--- config.mk ---
export PLATFORM = sky130hd
export DESIGN_NAME = mult_share_arbiter
export DESIGN_NICKNAME = d
export VERILOG_FILES = /design/src/rtl/mult_pkg.sv /design/src/rtl/rr_arbiter.sv /design/src/rtl/mult_share_arbiter.sv
export SDC_FILE = /design/constraint.sdc
export NUM_CORES = 1
export LEC_CHECK = 0
export CAP_MARGIN = 20
export CORE_MARGIN = 5
export CORE_UTILIZATION = 35
export DETAILED_ROUTE_END_ITERATION = 10
export GPL_TIMING_DRIVEN = 0
export PLACE_DENSITY_LB_ADDON = 0.05
export SLEW_MARGIN = 0
export SYNTH_ARGS = -nofsm -noshare
export SYNTH_HDL_FRONTEND = slang
export SYNTH_SLANG_ARGS = --single-unit
export TNS_END_PERCENT = 20
--- constraint.sdc ---
create_clock -name clk -period 3.86 [get_ports clk]
set_input_delay 0.386 -clock clk [delete_from_list [all_inputs] [get_ports clk]]
set_output_delay 0.386 -clock clk [all_outputs]
set_load 0.01 [all_outputs]
--- src/rtl/mult_pkg.sv ---
// Shared constants and the tag format carried alongside the multiplier pipeline.
package mult_pkg;

   localparam int OP_W    = 4;
   localparam int PROD_W  = 2 * OP_W;
   localparam int MUL_LAT = 3;
   // Wide enough for requester ids up to NUM_REQ = 8
   localparam int ID_W    = 3;

   typedef struct packed {
      logic            valid;
      logic [ID_W-1:0] id;
   } tag_t;

endpackage

--- src/rtl/rr_arbiter.sv ---
// Combinational round-robin picker: first eligible index after rr_ptr, wrapping.
module rr_arbiter #(
   parameter  int NUM_REQ = 4,
   localparam int IDX_W   = $clog2(NUM_REQ)
) (
   input  logic [NUM_REQ-1:0] eligible,
   input  logic [IDX_W-1:0]   rr_ptr,
   output logic [NUM_REQ-1:0] grant,
   output logic [IDX_W-1:0]   grant_idx,
   output logic               grant_any
);

   int               cand;
   logic [IDX_W-1:0] cand_idx;

   always_comb begin
      grant     = '0;
      grant_idx = '0;
      grant_any = 1'b0;
      cand      = 0;
      cand_idx  = '0;
      // The pointer itself is searched last, so the previous winner has lowest priority
      for (int off = 1; off <= NUM_REQ; off++) begin
         cand     = (int'(rr_ptr) + off) % NUM_REQ;
         cand_idx = IDX_W'(cand);
         if (!grant_any && eligible[cand_idx]) begin
            grant_any       = 1'b1;
            grant[cand_idx] = 1'b1;
            grant_idx       = cand_idx;
         end
      end
   end

endmodule

--- src/rtl/mult_share_arbiter.sv ---
// Shares one pipelined multiplier among NUM_REQ requesters; a tag pipeline tracks
// which requester owns each product so it lands in that requester's result buffer.
module mult_share_arbiter #(
   parameter int NUM_REQ = 4,
   parameter int OP_W    = 4,
   parameter int LAT     = 3
) (
   input  logic                        clk,
   input  logic                        rst_n,
   input  logic [NUM_REQ-1:0]          req_valid,
   output logic [NUM_REQ-1:0]          req_ready,
   input  logic [NUM_REQ*OP_W-1:0]     req_x,
   input  logic [NUM_REQ*OP_W-1:0]     req_y,
   output logic [OP_W-1:0]             mul_x,
   output logic [OP_W-1:0]             mul_y,
   input  logic [2*OP_W-1:0]           mul_out,
   output logic [NUM_REQ-1:0]          rsp_valid,
   input  logic [NUM_REQ-1:0]          rsp_ready,
   output logic [NUM_REQ*2*OP_W-1:0]   rsp_data,
   output logic [$clog2(LAT+1):0]      inflight
);

   import mult_pkg::tag_t;
   import mult_pkg::ID_W;

   localparam int IDX_W = $clog2(NUM_REQ);
   localparam int PW    = 2 * OP_W;
   localparam int CNT_W = $clog2(LAT+1) + 1;

   logic [IDX_W-1:0]   rr_ptr_reg;
   logic [NUM_REQ-1:0] outstanding;
   logic [NUM_REQ-1:0] eligible;
   logic [NUM_REQ-1:0] grant;
   logic [NUM_REQ-1:0] retire_hit;
   logic [IDX_W-1:0]   grant_idx;
   logic               grant_any;
   logic [CNT_W-1:0]   inflight_cnt;
   tag_t               tag_reg [LAT];
   tag_t               ret_tag;

   // A requester with an op in flight or an unread result must wait, even if it reads this cycle
   assign eligible = req_valid & ~outstanding & ~rsp_valid;

   rr_arbiter #(
      .NUM_REQ   (NUM_REQ)
   ) u_arb (
      .eligible  (eligible),
      .rr_ptr    (rr_ptr_reg),
      .grant     (grant),
      .grant_idx (grant_idx),
      .grant_any (grant_any)
   );

   assign req_ready = grant;
   assign mul_x     = grant_any ? req_x[grant_idx*OP_W +: OP_W] : '0;
   assign mul_y     = grant_any ? req_y[grant_idx*OP_W +: OP_W] : '0;

   always_ff @(posedge clk or negedge rst_n) begin
      if (!rst_n) begin
         rr_ptr_reg <= IDX_W'(NUM_REQ-1);
      end else if (grant_any) begin
         rr_ptr_reg <= grant_idx;
      end
   end

   // Tag stage LAT-1 lines up with the product currently on mul_out
   always_ff @(posedge clk or negedge rst_n) begin
      if (!rst_n) begin
         for (int s = 0; s < LAT; s++) begin
            tag_reg[s] <= '0;
         end
      end else begin
         tag_reg[0].valid <= grant_any;
         tag_reg[0].id    <= ID_W'(grant_idx);
         for (int s = 1; s < LAT; s++) begin
            tag_reg[s] <= tag_reg[s-1];
         end
      end
   end

   assign ret_tag = tag_reg[LAT-1];

   always_comb begin
      inflight_cnt = '0;
      for (int s = 0; s < LAT; s++) begin
         inflight_cnt = inflight_cnt + CNT_W'(tag_reg[s].valid);
      end
   end

   assign inflight = inflight_cnt;

   genvar gi;
   generate
      for (gi = 0; gi < NUM_REQ; gi++) begin : g_req
         logic          out_reg;
         logic          vld_reg;
         logic [PW-1:0] data_reg;

         assign retire_hit[gi] = ret_tag.valid && (ret_tag.id == ID_W'(gi));

         always_ff @(posedge clk or negedge rst_n) begin
            if (!rst_n) begin
               out_reg <= 1'b0;
            end else if (grant[gi]) begin
               out_reg <= 1'b1;
            end else if (retire_hit[gi]) begin
               out_reg <= 1'b0;
            end
         end

         // Retire has priority over a consume on the same edge
         always_ff @(posedge clk or negedge rst_n) begin
            if (!rst_n) begin
               vld_reg  <= 1'b0;
               data_reg <= '0;
            end else if (retire_hit[gi]) begin
               vld_reg  <= 1'b1;
               data_reg <= mul_out;
            end else if (rsp_ready[gi]) begin
               vld_reg  <= 1'b0;
            end
         end

         assign outstanding[gi]           = out_reg;
         assign rsp_valid[gi]             = vld_reg;
         assign rsp_data[gi*PW +: PW]     = data_reg;
      end
   endgenerate

endmodule

==> impl_metrics.prom, run 1 <==
# TYPE chip_impl_metric gauge
chip_impl_metric{name="clock_path_buffers",unit=""} 2
chip_impl_metric{name="critPathArrivalTime",unit="ns"} 3.41
chip_impl_metric{name="syn_avg_cell_area",unit="um2"} 11.3
chip_impl_metric{name="dpl_wire_length",unit="um"} 5390
chip_impl_metric{name="fin_worst_hold_slack",unit="ns"} 0.0914
chip_impl_metric{name="chipWidth",unit="um"} 99.9
chip_impl_metric{name="timing.final.setup_violations",unit=""} 0
chip_impl_info{name="cp-startpoint",value="req_valid[1]"} 1
chip_impl_metric{name="max-cap-violations",unit=""} 0
chip_impl_info{name="cts_root_buf",value="sky130_fd_sc_hd__clkbuf_8"} 1
chip_impl_metric{name="via_count_of_the_first_global_routing_pass",unit=""} 2383
chip_impl_metric{name="worst_slew_margin_rel",unit="%"} 55.3
chip_impl_metric{name="ys.warnings.count",unit=""} 0
chip_impl_info{name="critical_path.top_delay_family",value="buffers and inverters"} 1
chip_impl_metric{name="synth_enable_flop_cells",unit=""} 0
chip_impl_info{name="timing.critical_path.cells",value="clkdlybuf4s50_1 -> or3b_1 -> clkbuf_2 -> mux4_2 -> o31a_1 -> and2_1 -> buf_2 -> buf_4 -> a311oi_2 -> o22ai_1 -> dlygate4sd2_1"} 1
chip_impl_metric{name="groute.usage.overall",unit="%"} 14.6
chip_impl_metric{name="post-route-min-period",unit="ns"} 3.79
chip_impl_metric{name="fp.dieArea",unit="um2"} 9970
chip_impl_metric{name="timing.critical_path.fanout_max",unit=""} 10
chip_impl_metric{name="cp_data_required_time",unit="ns"} 3.47
chip_impl_metric{name="fmaxAchievable",unit="GHz"} 0.264
chip_impl_metric{name="design.final.nets",unit=""} 421
chip_impl_info{name="mostFrequentLayoutCell",value="sky130_fd_sc_hd__clkdlybuf4s50_1"} 1
chip_impl_metric{name="critPathBufInv",unit=""} 5
chip_impl_metric{name="number_of_placement_rows",unit=""} 32
chip_impl_info{name="worst_setup_path_start_kind",value="input port"} 1
chip_impl_metric{name="syn-instance-count",unit=""} 251
chip_impl_metric{name="numCtsBuffers",unit=""} 5
chip_impl_metric{name="count_of_endpoints_failing_hold_in_the_final_timing_report",unit=""} 0
chip_impl_info{name="mostFrequentLayoutCells",value="sky130_fd_sc_hd__clkdlybuf4s50_1, sky130_fd_sc_hd__dfrtp_1, sky130_fd_sc_hd__mux2_2, sky130_fd_sc_hd__nor2_1, sky130_fd_sc_hd__mux2i_1"} 1
chip_impl_metric{name="wire_length_of_the_first_global_routing_pass",unit="um"} 12000
chip_impl_metric{name="die-height",unit="um"} 99.9
chip_impl_metric{name="cts-htree-levels",unit=""} 2
chip_impl_metric{name="portBuffers",unit=""} 99
chip_impl_metric{name="gp_congestion",unit=""} 0.828
chip_impl_info{name="status",value="complete, no violations"} 1
chip_impl_metric{name="grt_antenna_before_repair",unit=""} 0
chip_impl_metric{name="place_worst_setup_slack",unit="ns"} -0.183
chip_impl_metric{name="layout_worst_path_cycle_share",unit="%"} 98.2
chip_impl_metric{name="layout-area-overhead-vs-synth",unit="%"} 46.4
chip_impl_info{name="worstReg2RegStart",value="g_req[1].vld_reg"} 1
chip_impl_metric{name="floorplan.initialDensity",unit="%"} 36.2
chip_impl_metric{name="io_pins",unit=""} 101
chip_impl_info{name="synth_top_area_cell",value="sky130_fd_sc_hd__dfrtp_1"} 1
chip_impl_metric{name="final_antenna_net_count",unit=""} 0
chip_impl_info{name="critical_path.slowest_cell",value="sky130_fd_sc_hd__clkdlybuf4s50_1"} 1
chip_impl_info{name="synthFlopType",value="sky130_fd_sc_hd__dfrtp_1"} 1
chip_impl_metric{name="clock_sink_count",unit=""} 51
chip_impl_info{name="critPathKind",value="input port to primary output"} 1
chip_impl_metric{name="fraction_of_layout_instances_using_a_drive_strength_above_1",unit="%"} 19.6
chip_impl_metric{name="report.final.slew_viol_count",unit=""} 0
chip_impl_metric{name="finalClockSkew",unit="ns"} 0.00364
chip_impl_metric{name="critical_path.max_stage_delay",unit="ns"} 0.52
chip_impl_metric{name="p_leak",unit="nW"} 1.76
chip_impl_metric{name="synthDistinctLibCells",unit=""} 45
chip_impl_metric{name="clk_transition_reported_paths",unit="ns"} 0.09
chip_impl_metric{name="core-area",unit="um2"} 7810
chip_impl_metric{name="vias_per_cell",unit=""} 5.14
chip_impl_metric{name="setup_ws",unit="ns"} 0.0683
chip_impl_metric{name="max_slew.worst_pin.slew",unit="ns"} 0.669
chip_impl_metric{name="worst_ir_drop_vdd",unit="mV"} 0.517
chip_impl_metric{name="nets_in_the_synthesized_netlist",unit=""} 310
chip_impl_metric{name="setup_total_negative_slack",unit="ns"} 0
chip_impl_metric{name="largest_register_ff_count",unit=""} 32
chip_impl_metric{name="num_vias",unit=""} 2390
chip_impl_metric{name="insertion_delay",unit="ns"} 0.30
chip_impl_metric{name="synth_seq_cells",unit=""} 51
chip_impl_info{name="synth_area_leaders",value="sky130_fd_sc_hd__dfrtp_1, sky130_fd_sc_hd__mux2_2, sky130_fd_sc_hd__mux2i_1, sky130_fd_sc_hd__ha_1, sky130_fd_sc_hd__nor2_1"} 1
chip_impl_metric{name="finalWirelength",unit="um"} 7240
chip_impl_info{name="hold_removal_path_class",value="input port to async pin"} 1
chip_impl_metric{name="diodes",unit=""} 0
chip_impl_info{name="worst_setup_path_end_kind",value="primary output"} 1
chip_impl_metric{name="detailedRoute.firstIterationViolations",unit=""} 114
chip_impl_metric{name="power_density_over_cell_area",unit="nW/um2"} 1010
chip_impl_metric{name="wire_per_inst",unit="um"} 15.6
chip_impl_metric{name="drc_errors",unit=""} 0
chip_impl_metric{name="grt_max_degree",unit=""} 28
chip_impl_metric{name="detailed_routing_iteration_count_for_the_pre_antenna_repair_pass",unit=""} 4
chip_impl_metric{name="synth_top_area_share",unit="%"} 43.4
chip_impl_metric{name="asyncSetResetFlopFracSynth",unit="%"} 100
chip_impl_metric{name="synth_sequential_area_ratio",unit="%"} 45.2
chip_impl_metric{name="synthesized_cell_area",unit="um2"} 2830
chip_impl_info{name="cts_tree",value="done"} 1
chip_impl_metric{name="gr-total-overflow",unit=""} 0
-- report_power, final --
group | switching (W) | internal, W
clock network | 0.000169 | 0.000163
registers | 0.000157 | 0.000821
logic | 0.00134 | 0.00154
-- synthesized netlist by cell type, types with 3 or more instances --
master	number
sky130_fd_sc_hd__dfrtp_1	49
sky130_fd_sc_hd__mux2_2	32
sky130_fd_sc_hd__nor2_1	20
sky130_fd_sc_hd__mux2i_1	16
sky130_fd_sc_hd__nand2_1	12
sky130_fd_sc_hd__o21ai_0	12
sky130_fd_sc_hd__o22ai_1	10
sky130_fd_sc_hd__a22oi_1	9
sky130_fd_sc_hd__inv_1	9
sky130_fd_sc_hd__ha_1	8
sky130_fd_sc_hd__buf_4	7
sky130_fd_sc_hd__a311oi_1	6
sky130_fd_sc_hd__nor3b_1	5
sky130_fd_sc_hd__a21o_1	4
sky130_fd_sc_hd__nand3_1	4
sky130_fd_sc_hd__or3b_1	4
sky130_fd_sc_hd__a21oi_1	3
sky130_fd_sc_hd__buf_2	3
sky130_fd_sc_hd__clkbuf_1	3
sky130_fd_sc_hd__nor4_1	3
-- cells by family (layout without fill, tap and decap cells) --
logic type      count (synthesis)  after routing  share of synthesized area [%]
simple gates                   58             58                           10.4
compound gates                 52             52                           12.4
mux                            52             52                           20.9
flops                          51             51                           45.2
buf+inv                        27            139                           5.58
fa+ha+maj                       9              9                           4.25
other cells                     1              1                          0.133
xor+xnor                        1              1                          0.974
-- through the flow --
step           utilization, %  power, W  instances  instance area (um2)
2_1_floorplan               -   0.00263        251                 2830
3_3_place_gp             50.5   0.00377        452                 3950
3_5_place_dp             50.7   0.00380        453                 3960
4_1_cts                  52.7   0.00420        465                 4110
5_1_grt                  53.0   0.00451        465                 4140
6_report                 53.0   0.00419        465                 4140
-- path summary, 6_finish.rpt --
check                      slack (ns)              endpoint  depth (start not counted)
hold reg to reg                  0.36            ret_tag[1]                          0
hold / removal                   0.09  g_req[2].data_reg[0]                          1
setup / recovery                 0.07              mul_x[0]                         11
min in group clk                 0.36            ret_tag[1]                          0
max in group asynchronous        3.15         rr_ptr_reg[0]                          2
setup reg to reg                 1.36            tag_reg[8]                          9
-- per-layer routing --
metal / vias to the layer above / GRT usage [%] / wire length (um)
li1: 1141 / - / -
met1: 1130 / 19.9 / 3120
met2: 110 / 23.2 / 3370
met3: 9 / 3.41 / 652
met4: 0 / 4.31 / 96
met5: - / 0 / 0
-- timing repair --
action	CTS	global route
setup buffers	4	0
resized for setup	11	3
endpoints found under the setup margin	8	3
pin swaps	1	0
hold buffers	0	0
-- layout make-up --
| class | instances | area, um2 |
|---|---|---|
| Clock inverter | 1 | 7.51 |
| Timing Repair Buffer | 104 | 1040 |
| Inverter | 9 | 33.8 |
| Tap cell | 102 | 128 |
| Clock buffer | 7 | 96.3 |
| Sequential cell | 51 | 1280 |
| Fill cell | 751 | 3670 |
| Multi-Input combinational cell | 173 | 1430 |
| Buffer | 18 | 124 |
No activity file was read; power rests on OpenSTA's default activity.
==> inputs of run 2 (changes only) <==
Settings changed: CAP_MARGIN 20 to 25, CORE_MARGIN 5 to not set, SLEW_MARGIN 0 to 30.
==> impl_metrics.prom, run 2 (same netlist as run 1, synthesis figures left out) <==
# TYPE chip_impl_metric gauge
chip_impl_metric{name="gr-total-overflow",unit=""} 0
chip_impl_metric{name="detailed_routing_iteration_count_for_the_pre_antenna_repair_pass",unit=""} 7
chip_impl_metric{name="finalClockSkew",unit="ns"} 0.00667
chip_impl_metric{name="worst_ir_drop_vdd",unit="mV"} 0.511
chip_impl_info{name="timing.critical_path.cells",value="clkdlybuf4s50_1 -> or3b_1 -> buf_2 -> mux4_2 -> o31a_1 -> and2_1 -> buf_2 -> buf_4 -> a311oi_1 -> o22ai_1 -> dlygate4sd2_1"} 1
chip_impl_metric{name="critical_path.max_stage_delay",unit="ns"} 0.48
chip_impl_metric{name="dpl_wire_length",unit="um"} 5060
chip_impl_metric{name="wire_length_of_the_first_global_routing_pass",unit="um"} 11300
chip_impl_metric{name="power_density_over_cell_area",unit="nW/um2"} 1020
chip_impl_metric{name="vias_per_cell",unit=""} 5.03
chip_impl_metric{name="design.final.nets",unit=""} 422
chip_impl_metric{name="wire_per_inst",unit="um"} 14.7
chip_impl_metric{name="place_worst_setup_slack",unit="ns"} -0.136
chip_impl_metric{name="r2r_cells",unit=""} 9
chip_impl_metric{name="portBuffers",unit=""} 99
chip_impl_info{name="cp-endpoint",value="mul_y[0]"} 1
chip_impl_metric{name="largest_register_ff_count",unit=""} 32
chip_impl_metric{name="count_of_endpoints_failing_hold_in_the_final_timing_report",unit=""} 0
chip_impl_metric{name="setup_ws",unit="ns"} 0.140
chip_impl_info{name="regToRegEndpoint",value="tag_reg[8]"} 1
chip_impl_metric{name="filler_cell_count",unit=""} 718
chip_impl_metric{name="layout.core_utilization",unit="%"} 53.7
chip_impl_metric{name="grt_antenna_before_repair",unit=""} 0
chip_impl_metric{name="cp_data_required_time",unit="ns"} 3.47
chip_impl_metric{name="post-route-min-period",unit="ns"} 3.72
chip_impl_metric{name="fraction_of_layout_instances_using_a_drive_strength_above_1",unit="%"} 18.7
chip_impl_metric{name="detailedRoute.firstIterationViolations",unit=""} 46
chip_impl_info{name="cts_tree",value="done"} 1
chip_impl_info{name="cp-startpoint",value="req_valid[2]"} 1
chip_impl_metric{name="numCtsBuffers",unit=""} 5
chip_impl_metric{name="clock_sink_count",unit=""} 51
chip_impl_info{name="critical_path.slowest_cell",value="sky130_fd_sc_hd__clkdlybuf4s50_1"} 1
chip_impl_metric{name="reg2reg_slack",unit="ns"} 1.35
chip_impl_info{name="path_common_cell",value="sky130_fd_sc_hd__buf_2"} 1
chip_impl_metric{name="fmaxAchievable",unit="GHz"} 0.269
chip_impl_metric{name="final_antenna_net_count",unit=""} 0
chip_impl_metric{name="report.final.slew_viol_count",unit=""} 0
chip_impl_metric{name="io_pins",unit=""} 101
chip_impl_metric{name="timing.critical_path.fanout_max",unit=""} 10
chip_impl_metric{name="grt_max_degree",unit=""} 29
chip_impl_metric{name="p_leak",unit="nW"} 1.79
chip_impl_metric{name="die-height",unit="um"} 91.9
chip_impl_metric{name="core-area",unit="um2"} 7770
chip_impl_metric{name="setup_total_negative_slack",unit="ns"} 0
chip_impl_metric{name="worst_slew_margin_rel",unit="%"} 53.6
chip_impl_metric{name="floorplan.initialDensity",unit="%"} 36.4
chip_impl_info{name="status",value="complete, no violations"} 1
chip_impl_metric{name="max-cap-violations",unit=""} 0
chip_impl_metric{name="cts-htree-levels",unit=""} 2
chip_impl_info{name="cts_root_buf",value="sky130_fd_sc_hd__clkbuf_8"} 1
chip_impl_info{name="worst_setup_path_start_kind",value="input port"} 1
chip_impl_info{name="mostFrequentLayoutCells",value="sky130_fd_sc_hd__clkdlybuf4s50_1, sky130_fd_sc_hd__dfrtp_1, sky130_fd_sc_hd__mux2_2, sky130_fd_sc_hd__nor2_1, sky130_fd_sc_hd__mux2i_1"} 1
chip_impl_metric{name="gp_congestion",unit=""} 0.811
chip_impl_metric{name="clk_transition_reported_paths",unit="ns"} 0.09
chip_impl_info{name="worstReg2RegStart",value="g_req[1].vld_reg"} 1
chip_impl_info{name="hold_removal_path_class",value="flop to flop"} 1
chip_impl_metric{name="number_of_placement_rows",unit=""} 32
chip_impl_info{name="setup_repair_after_global_routing_missed_its_margin",value="yes"} 1
chip_impl_metric{name="layout-area-overhead-vs-synth",unit="%"} 47.5
chip_impl_metric{name="critPathArrivalTime",unit="ns"} 3.33
chip_impl_info{name="critPathKind",value="input port to primary output"} 1
chip_impl_metric{name="via_count_of_the_first_global_routing_pass",unit=""} 2297
chip_impl_info{name="worst_setup_path_end_kind",value="primary output"} 1
chip_impl_metric{name="fp.dieArea",unit="um2"} 8440
chip_impl_metric{name="chipWidth",unit="um"} 91.9
chip_impl_metric{name="clock_path_buffers",unit=""} 2
chip_impl_info{name="mostFrequentLayoutCell",value="sky130_fd_sc_hd__clkdlybuf4s50_1"} 1
chip_impl_metric{name="finalWirelength",unit="um"} 6840
chip_impl_metric{name="max_slew.worst_pin.slew",unit="ns"} 0.696
chip_impl_metric{name="num_vias",unit=""} 2346
chip_impl_metric{name="drc_errors",unit=""} 0
chip_impl_metric{name="insertion_delay",unit="ns"} 0.30
chip_impl_metric{name="layout_worst_path_cycle_share",unit="%"} 96.4
chip_impl_metric{name="diodes",unit=""} 0
chip_impl_metric{name="groute.usage.overall",unit="%"} 16.9
chip_impl_metric{name="timing.final.setup_violations",unit=""} 0
[run 2: cell count changes in the layout (fill, tap and decap cells not counted)]
cell and change:
sky130_fd_sc_hd__dlygate4sd2_1 -1, sky130_fd_sc_hd__clkbuf_8 -2, sky130_fd_sc_hd__dlymetal6s2s_1 +1, sky130_fd_sc_hd__a311oi_2 -3
sky130_fd_sc_hd__buf_4 +1, sky130_fd_sc_hd__dlygate4sd3_1 +1, sky130_fd_sc_hd__buf_2 -1, sky130_fd_sc_hd__a311oi_1 +3
sky130_fd_sc_hd__bufinv_16 +2
[run 2: worst min path at each step]
stage | start | endpoint | slack (ns) | cells after the start
floorplan | rst_n | g_req[0].data_reg[0] | 0.09 | 0
global placement | tag_reg[9] | tag_reg[5] | 0.33 | 0
detailed placement | rst_n | g_req[2].data_reg[7] | 0.31 | 1
CTS | tag_reg[8] | tag_reg[4] | 0.36 | 0
global route | tag_reg[8] | tag_reg[4] | 0.37 | 0
finish | tag_reg[8] | tag_reg[4] | 0.35 | 0
[run 2: through the flow]
stage / instance area (um2) / power [W] / cells / hold slack [ns]
floorplan: 2830 / 0.00263 / 251 / 0.0904
CTS: 4150 / 0.00428 / 466 / 0.356
global placement: 3950 / 0.00375 / 452 / 0.333
global route: 4170 / 0.00456 / 466 / 0.370
detailed placement: 3960 / 0.00378 / 453 / 0.308
finish: 4170 / 0.00425 / 466 / 0.354
[run 2: cell type report]
class / count / area, um2 / area share (%)
multi-input combinational: 173 / 1410 / 33.9
sequential: 51 / 1280 / 30.7
timing repair buffer: 105 / 1050 / 25.3
tap: 102 / 128 / 3.06
buffer: 18 / 124 / 2.97
clock buffer: 5 / 68.8 / 1.65
clock inverter: 3 / 67.6 / 1.62
inverter: 9 / 33.8 / 0.810
[run 2: power breakdown]
| group | internal (W) | leakage (nW) | switching, W |
|---|---|---|---|
| registers | 0.000820 | 0.599 | 0.000156 |
| logic | 0.00153 | 1.13 | 0.00130 |
| clock network | 0.000258 | 0.0644 | 0.000177 |
| total | 0.00261 | 1.79 | 0.00163 |
[run 2: layer usage]
| metal | track usage, % | up-vias | part of all wire [%] |
|---|---|---|---|
| li1 | - | 1139 | - |
| met1 | 21.5 | 1109 | 45 |
| met2 | 29.7 | 92 | 48 |
| met3 | 2.90 | 6 | 5.9 |
| met4 | 4.30 | 0 | 1.1 |
| met5 | 0 | - | 0 |
[run 2: worst max-delay path: cells and delay by family]
family                 cells  cell delay, ns
AO/OA/AOI/OAI              3            0.69
buffers and inverters      5            1.28
multiplexers               1            0.48
AND/OR/NAND/NOR            2            0.49
[run 2: what timing repair did]
action                                 in CTS  in global routing
setup endpoints to repair                   8                  7
cloned                                      0                  0
endpoints found under the hold margin      21                  0
resized for setup                           8                  3
setup buffers                               4                  0
pin swaps                                   1                  1
hold buffers                                1                  0
==> edit 1 (config.mk and constraints of run 2) <==
`OP_W` is set to 4 in 2 places; all go to 3.
--- a/src/rtl/mult_pkg.sv
+++ b/src/rtl/mult_pkg.sv
@@ -3,3 +3,3 @@
 
-   localparam int OP_W    = 4;
+   localparam int OP_W    = 3;
    localparam int PROD_W  = 2 * OP_W;
--- a/src/rtl/mult_share_arbiter.sv
+++ b/src/rtl/mult_share_arbiter.sv
@@ -4,3 +4,3 @@
    parameter int NUM_REQ = 4,
-   parameter int OP_W    = 4,
+   parameter int OP_W    = 3,
    parameter int LAT     = 3
Ports: changed (6 resized); port bits go from 101 to 81. The function was not compared with the original's and may differ.
==> edit 1 against run 2 <==
- the run now ends with DRC left
- highest routed layer unchanged
- largest power group unchanged
- wire length is 21% lower
- total power down 19%
- clock power decreased by 22%
- sequential cell count down 8
- setup slack improved by 0.070 ns
- design area is 17% lower
- critical endpoint is now mul_x[1]
- non-clock buffer count fell by 26
- synthesized area fell by 17%
==> edit 1: results (changes against run 2) <==
Status
  • Status: finished, violations left
  • Failing checks: DRC

Placement
  • Pre-CTS WS: -0.173 ns (-0.0374 ns)
  • Port bufs: 79 (-20%)
  • DP Wirelength: 4080 um (-19%)

Layout
  • Multi-input logic area: 1200 sq um (-15%)
  • Fin nets: 338 (-20%)
  • Share of cells above drive strength 1: 24.5% (+5.8 points)
  • FFs & Latches: 43 (-16%)
  • Clock-cell share of area: 3.08% (-0.19 points)
  • # clk buffers: 7 (+2)
  • Multi-input comb cells: 133 (-23%)
  • Area share of buffers outside the clock network: 27.0% (-1.2 points)

Yosys
  • Sequential-to-total area share from yosys stat: 46.0% (+0.76 points)
  • Synth cell count leaders: dfrtp_1 (41), mux2_2 (24), mux2i_1 (12), a22oi_1 (9), o21ai_0 (9)
  • Adder-Cell Fraction of Synth Area: 5.12% (+0.87 points)
  • Synth Area in XOR/XNOR: 0% (-0.97 points)

Power and ir drop
  • Pleak: 0.00148 uW (-18%)
  • Net Switching: 1310 uW (-20%)
  • P_comb: 2230 uW (-21%)

Global route
  • Pin count of the biggest net entering global routing: 26 (-10%)
  • Global-route wire length before repair: 8990 um (-20%)
  • GRT Util Overall: 16.1% (-0.79 points)

STA
  • Skew final: 0.00568 ns (-0.000987 ns)
  • Min Tclk post-route: 3.65 ns (-0.0702 ns)
  • Worst rel slew slack: 65.1% (+12 points)

Worst setup path
  • Cell family with most CP delay: multiplexers
  • Slowest cell delay on critical path: 0.56 ns (+0.08 ns)
  • Crit path DAT: 3.26 ns (-0.07 ns)
  • CP endpoint: mul_x[1]
  • R2r endpoint: rr_ptr_reg[0]
  • Flop-to-flop setup slack: 1.31 ns (-0.04 ns)
  • Crit-path slowest cell: dfstp_2
  • Critical path launch point: rr_ptr_reg[1]
  • Worst-path maximum fanout: 7 (-3)

Route
  • Residual DRC count: 14 (+14)
  • DR vias/cell: 5.10 (+1.4%)
  • Wire per inst: 14.8 um (+0.83%)
  • Initial DRC count: 93 (+100%)

Min path
  • Hold WC Path Type: input port to async pin
edit 1: through the flow:
| stage | total power [uW] | hold slack [ns] | util, % | area, sq um | std cells |
|---|---|---|---|---|---|
| floorplan | 2130 | 0.0904 | - | 2340 | 196 |
| global placement | 3000 | 0.332 | 50.3 | 3230 | 352 |
| detailed placement | 3040 | 0.336 | 50.7 | 3260 | 354 |
| CTS | 3450 | 0.0439 | 53.3 | 3420 | 367 |
| global route | 3680 | 0.0574 | 53.8 | 3450 | 367 |
| finish | 3430 | 0.0375 | 53.8 | 3450 | 367 |
edit 1: layer usage:
metal | GRT usage [%] | wire [um] | vias to the layer above
met2 | 25.8 | 2530 | 61
met3 | 2.87 | 289 | 6
met5 | 0 | 0 | -
li1 | - | - | 921
met1 | 21.9 | 2530 | 885
met4 | 5.80 | 77 | 0
edit 1: what timing repair did:
action,in CTS,in global routing
hold buffers,0,0
gates cloned,1,0
hold endpoints to repair,0,0
gates resized for setup,10,8
setup endpoints to repair,6,2
buffers inserted,5,0
==> edit 2 (config.mk and constraints of run 2) <==
Without the edit above. Reset style: synchronous (`rst_n`), changed in 4 clocked blocks.
--- a/src/rtl/mult_share_arbiter.sv
+++ b/src/rtl/mult_share_arbiter.sv
@@ -57,3 +57,3 @@
 
-   always_ff @(posedge clk or negedge rst_n) begin
+   always_ff @(posedge clk) begin
       if (!rst_n) begin
@@ -66,3 +66,3 @@
    // Tag stage LAT-1 lines up with the product currently on mul_out
-   always_ff @(posedge clk or negedge rst_n) begin
+   always_ff @(posedge clk) begin
       if (!rst_n) begin
@@ -100,3 +100,3 @@
 
-         always_ff @(posedge clk or negedge rst_n) begin
+         always_ff @(posedge clk) begin
             if (!rst_n) begin
@@ -111,3 +111,3 @@
          // Retire has priority over a consume on the same edge
-         always_ff @(posedge clk or negedge rst_n) begin
+         always_ff @(posedge clk) begin
             if (!rst_n) begin
Behaviour: differs if rst_n is asserted again (counterexample within 4 cycles, from zero or initial values and one cycle with rst_n low); with rst_n held inactive, the same outputs for 4 cycles.
==> edit 2 against run 2 <==
- synthesized area shrank 4.9%
- sequential power shrank 36%
- total power shrank 34%
- wire length grew 9.6%
- design area shrank 3.7%
- global-route usage grew 2.1 points
- setup slack gained 0.060 ns
- sequential cell count is the same
- critical path type is now register to output pin
- critical endpoint is now mul_x[2]
==> edit 2: results (changes against run 2) <==
Status
  • Status: finished clean

Global route
  • Pin count of the biggest net entering global routing: 15 (-48%)
  • Vias in the first global route: 2387 (+3.9%)
  • Global-route wire length before repair: 11600 um (+2.9%)
  • Initial antenna violation count: 0 (unchanged)
  • GRT Util Overall: 19.0% (+2.1 points)

Yosys
  • Leading post-synthesis cells by cell area: dfxtp_1 (38%), nand2_1 (9.4%), mux2i_1 (7.8%)
  • Syn Nets: 368 (+19%)
  • Synth Flop Type: dfxtp_1
  • Fraction of registers with async set/reset: 0% (-100 points)
  • Synth cell count leaders: nand2_1 (67), dfxtp_1 (51), a21oi_1 (30), mux2i_1 (21), nor2_1 (15)
  • Yosys cell types: 48 (+6.7%)
  • Sequential-to-total area share from yosys stat: 38.0% (-7.3 points)
  • Synth warn: 0 (unchanged)

CTS
  • Clk buf depth: 2 (unchanged)
  • Hold-fix buffer count after cts: 0 (-1)
  • Root Buffer: clkbuf_8
  • Reg clk slew, reported paths: 0.08 ns
  • H-tree Lvls: 2 (unchanged)
  • Cts bufs inserted: 5 (unchanged)
  • Clk Latency, worst-skew pair: 0.30 ns (about the same)

Placement
  • DP Wirelength: 5700 um (+13%)
  • Pre-CTS WS: -0.781 ns (-0.645 ns)
  • Placed Area: 3800 sq um (-4.0%)
  • Port bufs: 99 (unchanged)
  • Routability cong.: 0.816 (+0.63%)

Route
  • DR vias/cell: 4.98 (-1.1%)
  • DRT Pass-1 Iters: 4 (-3)
  • Initial DRC count: 102 (+120%)
  • Wire per inst: 14.5 um (-1.6%)

Power and ir drop
  • Pleak: 0.00153 uW (-15%)
  • VDD IR max: 0.419 mV (-18%)

Worst setup path
  • Worst-path maximum fanout: 10 (unchanged)
  • Crit path DAT: 3.27 ns (-0.06 ns)

Layout
  • Share of cells above drive strength 1: 10.5% (-8.2 points)
  • Max FFs per register: 32 (unchanged)
  • Fin nets: 479 (+14%)
  • Number of diodes: 0 (unchanged)

STA
  • Worst rel slew slack: 47.5% (-6.1 points)
  • Skew final: 0.00535 ns (-0.00132 ns)

Min path
  • Hold WC Path Type: register to register
[edit 2: cell types whose count changed in the layout (fill, tap and decap cells not counted), moves of 7 or more]
| cell | change |
|---|---|
| dfrtp_1 | -49 |
| a211oi_1 | +9 |
| o21ai_0 | -10 |
| mux2_2 | -32 |
| dfxtp_1 | +49 |
| a22oi_1 | -9 |
| inv_1 | -7 |
| nand2_1 | +55 |
| and2_1 | +7 |
| a21oi_1 | +27 |
[edit 2: cell type report]
cell class,count,area [sq um]
Inverter,5,26.3
Multi-Input combinational cell,232,1560
Clock buffer,6,72.6
Buffer,20,136
Clock inverter,1,30.0
Timing Repair Buffer,105,1040
Fill cell,676,3310
Tap cell,99,124
Sequential cell,51,1030
[edit 2: cell families (layout without fill, tap and decap cells)]
group,Yosys count,after routing,synth area share (%)
xor+xnor,1,1,1.02
compound gates,74,74,18.6
other cells,1,1,0.140
buf+inv,26,137,5.31
mux,24,24,10.3
fa+ha+maj,9,9,4.47
flops,51,51,38.0
simple gates,123,123,22.2
[edit 2: power by group]
group | total [uW] | switching [uW] | internal, uW | leakage, uW
clock network | 356 | 166 | 190 | 0.0000513
registers | 625 | 44.0 | 581 | 0.000415
logic | 1840 | 891 | 951 | 0.00106
[edit 2: final timing paths]
check	start	end	slack [ns]	cells after the start
worst min-delay path	tag_reg[0][1]	tag_reg[0][5]	0.44	1
worst min register to register	tag_reg[0][1]	tag_reg[0][5]	0.44	1
worst max register to register	rr_ptr_reg[0]	rr_ptr_reg[1]	1.24	11
worst max-delay path	rr_ptr_reg[0]	mul_x[2]	0.20	11
[edit 2: critical path, stage by stage, from the launching register on]
cell	delay (ns)
dfxtp_4	0.38
clkbuf_8	0.17
clkinvlp_4	0.11
ha_4	0.29
inv_1	0.13
mux4_2	0.56
o32a_4	0.38
xnor2_4	0.16
buf_6	0.14
a211oi_1	0.22
a211oi_1	0.09
dlygate4sd2_1	0.33
[edit 2: timing repair]
item / 4_1_cts / 5_1_grt
gates cloned: 0 / 0
pin swaps: 2 / 0
gates resized for setup: 16 / 9
endpoints found under the setup margin: 12 / 8
setup buffers: 4 / 2
[edit 2: stage by stage]
step	power, uW	util (%)	std cells	hold WS, ns	TNS (ns)
after CTS	2820	54.2	517	0.437	-0.213
after floorplan	1770	-	309	0.412	0
final	2820	54.8	519	0.439	0
after detailed placement	2400	51.9	507	0.417	-6.44
after global placement	2400	51.9	507	0.415	-5.62
after global routing	3030	54.8	519	0.456	-0.000524
[edit 2: per-layer routing]
metal | up-vias | global-route usage, % | share of wire (%) | wire [um]
met2 | 100 | 28.4 | 44 | 3280
met3 | 9 | 3.56 | 5.9 | 444
met4 | 0 | 5.05 | 1.6 | 117
li1 | 1308 | - | - | -
met1 | 1168 | 27.8 | 49 | 3660
met5 | - | 0 | 0 | 0
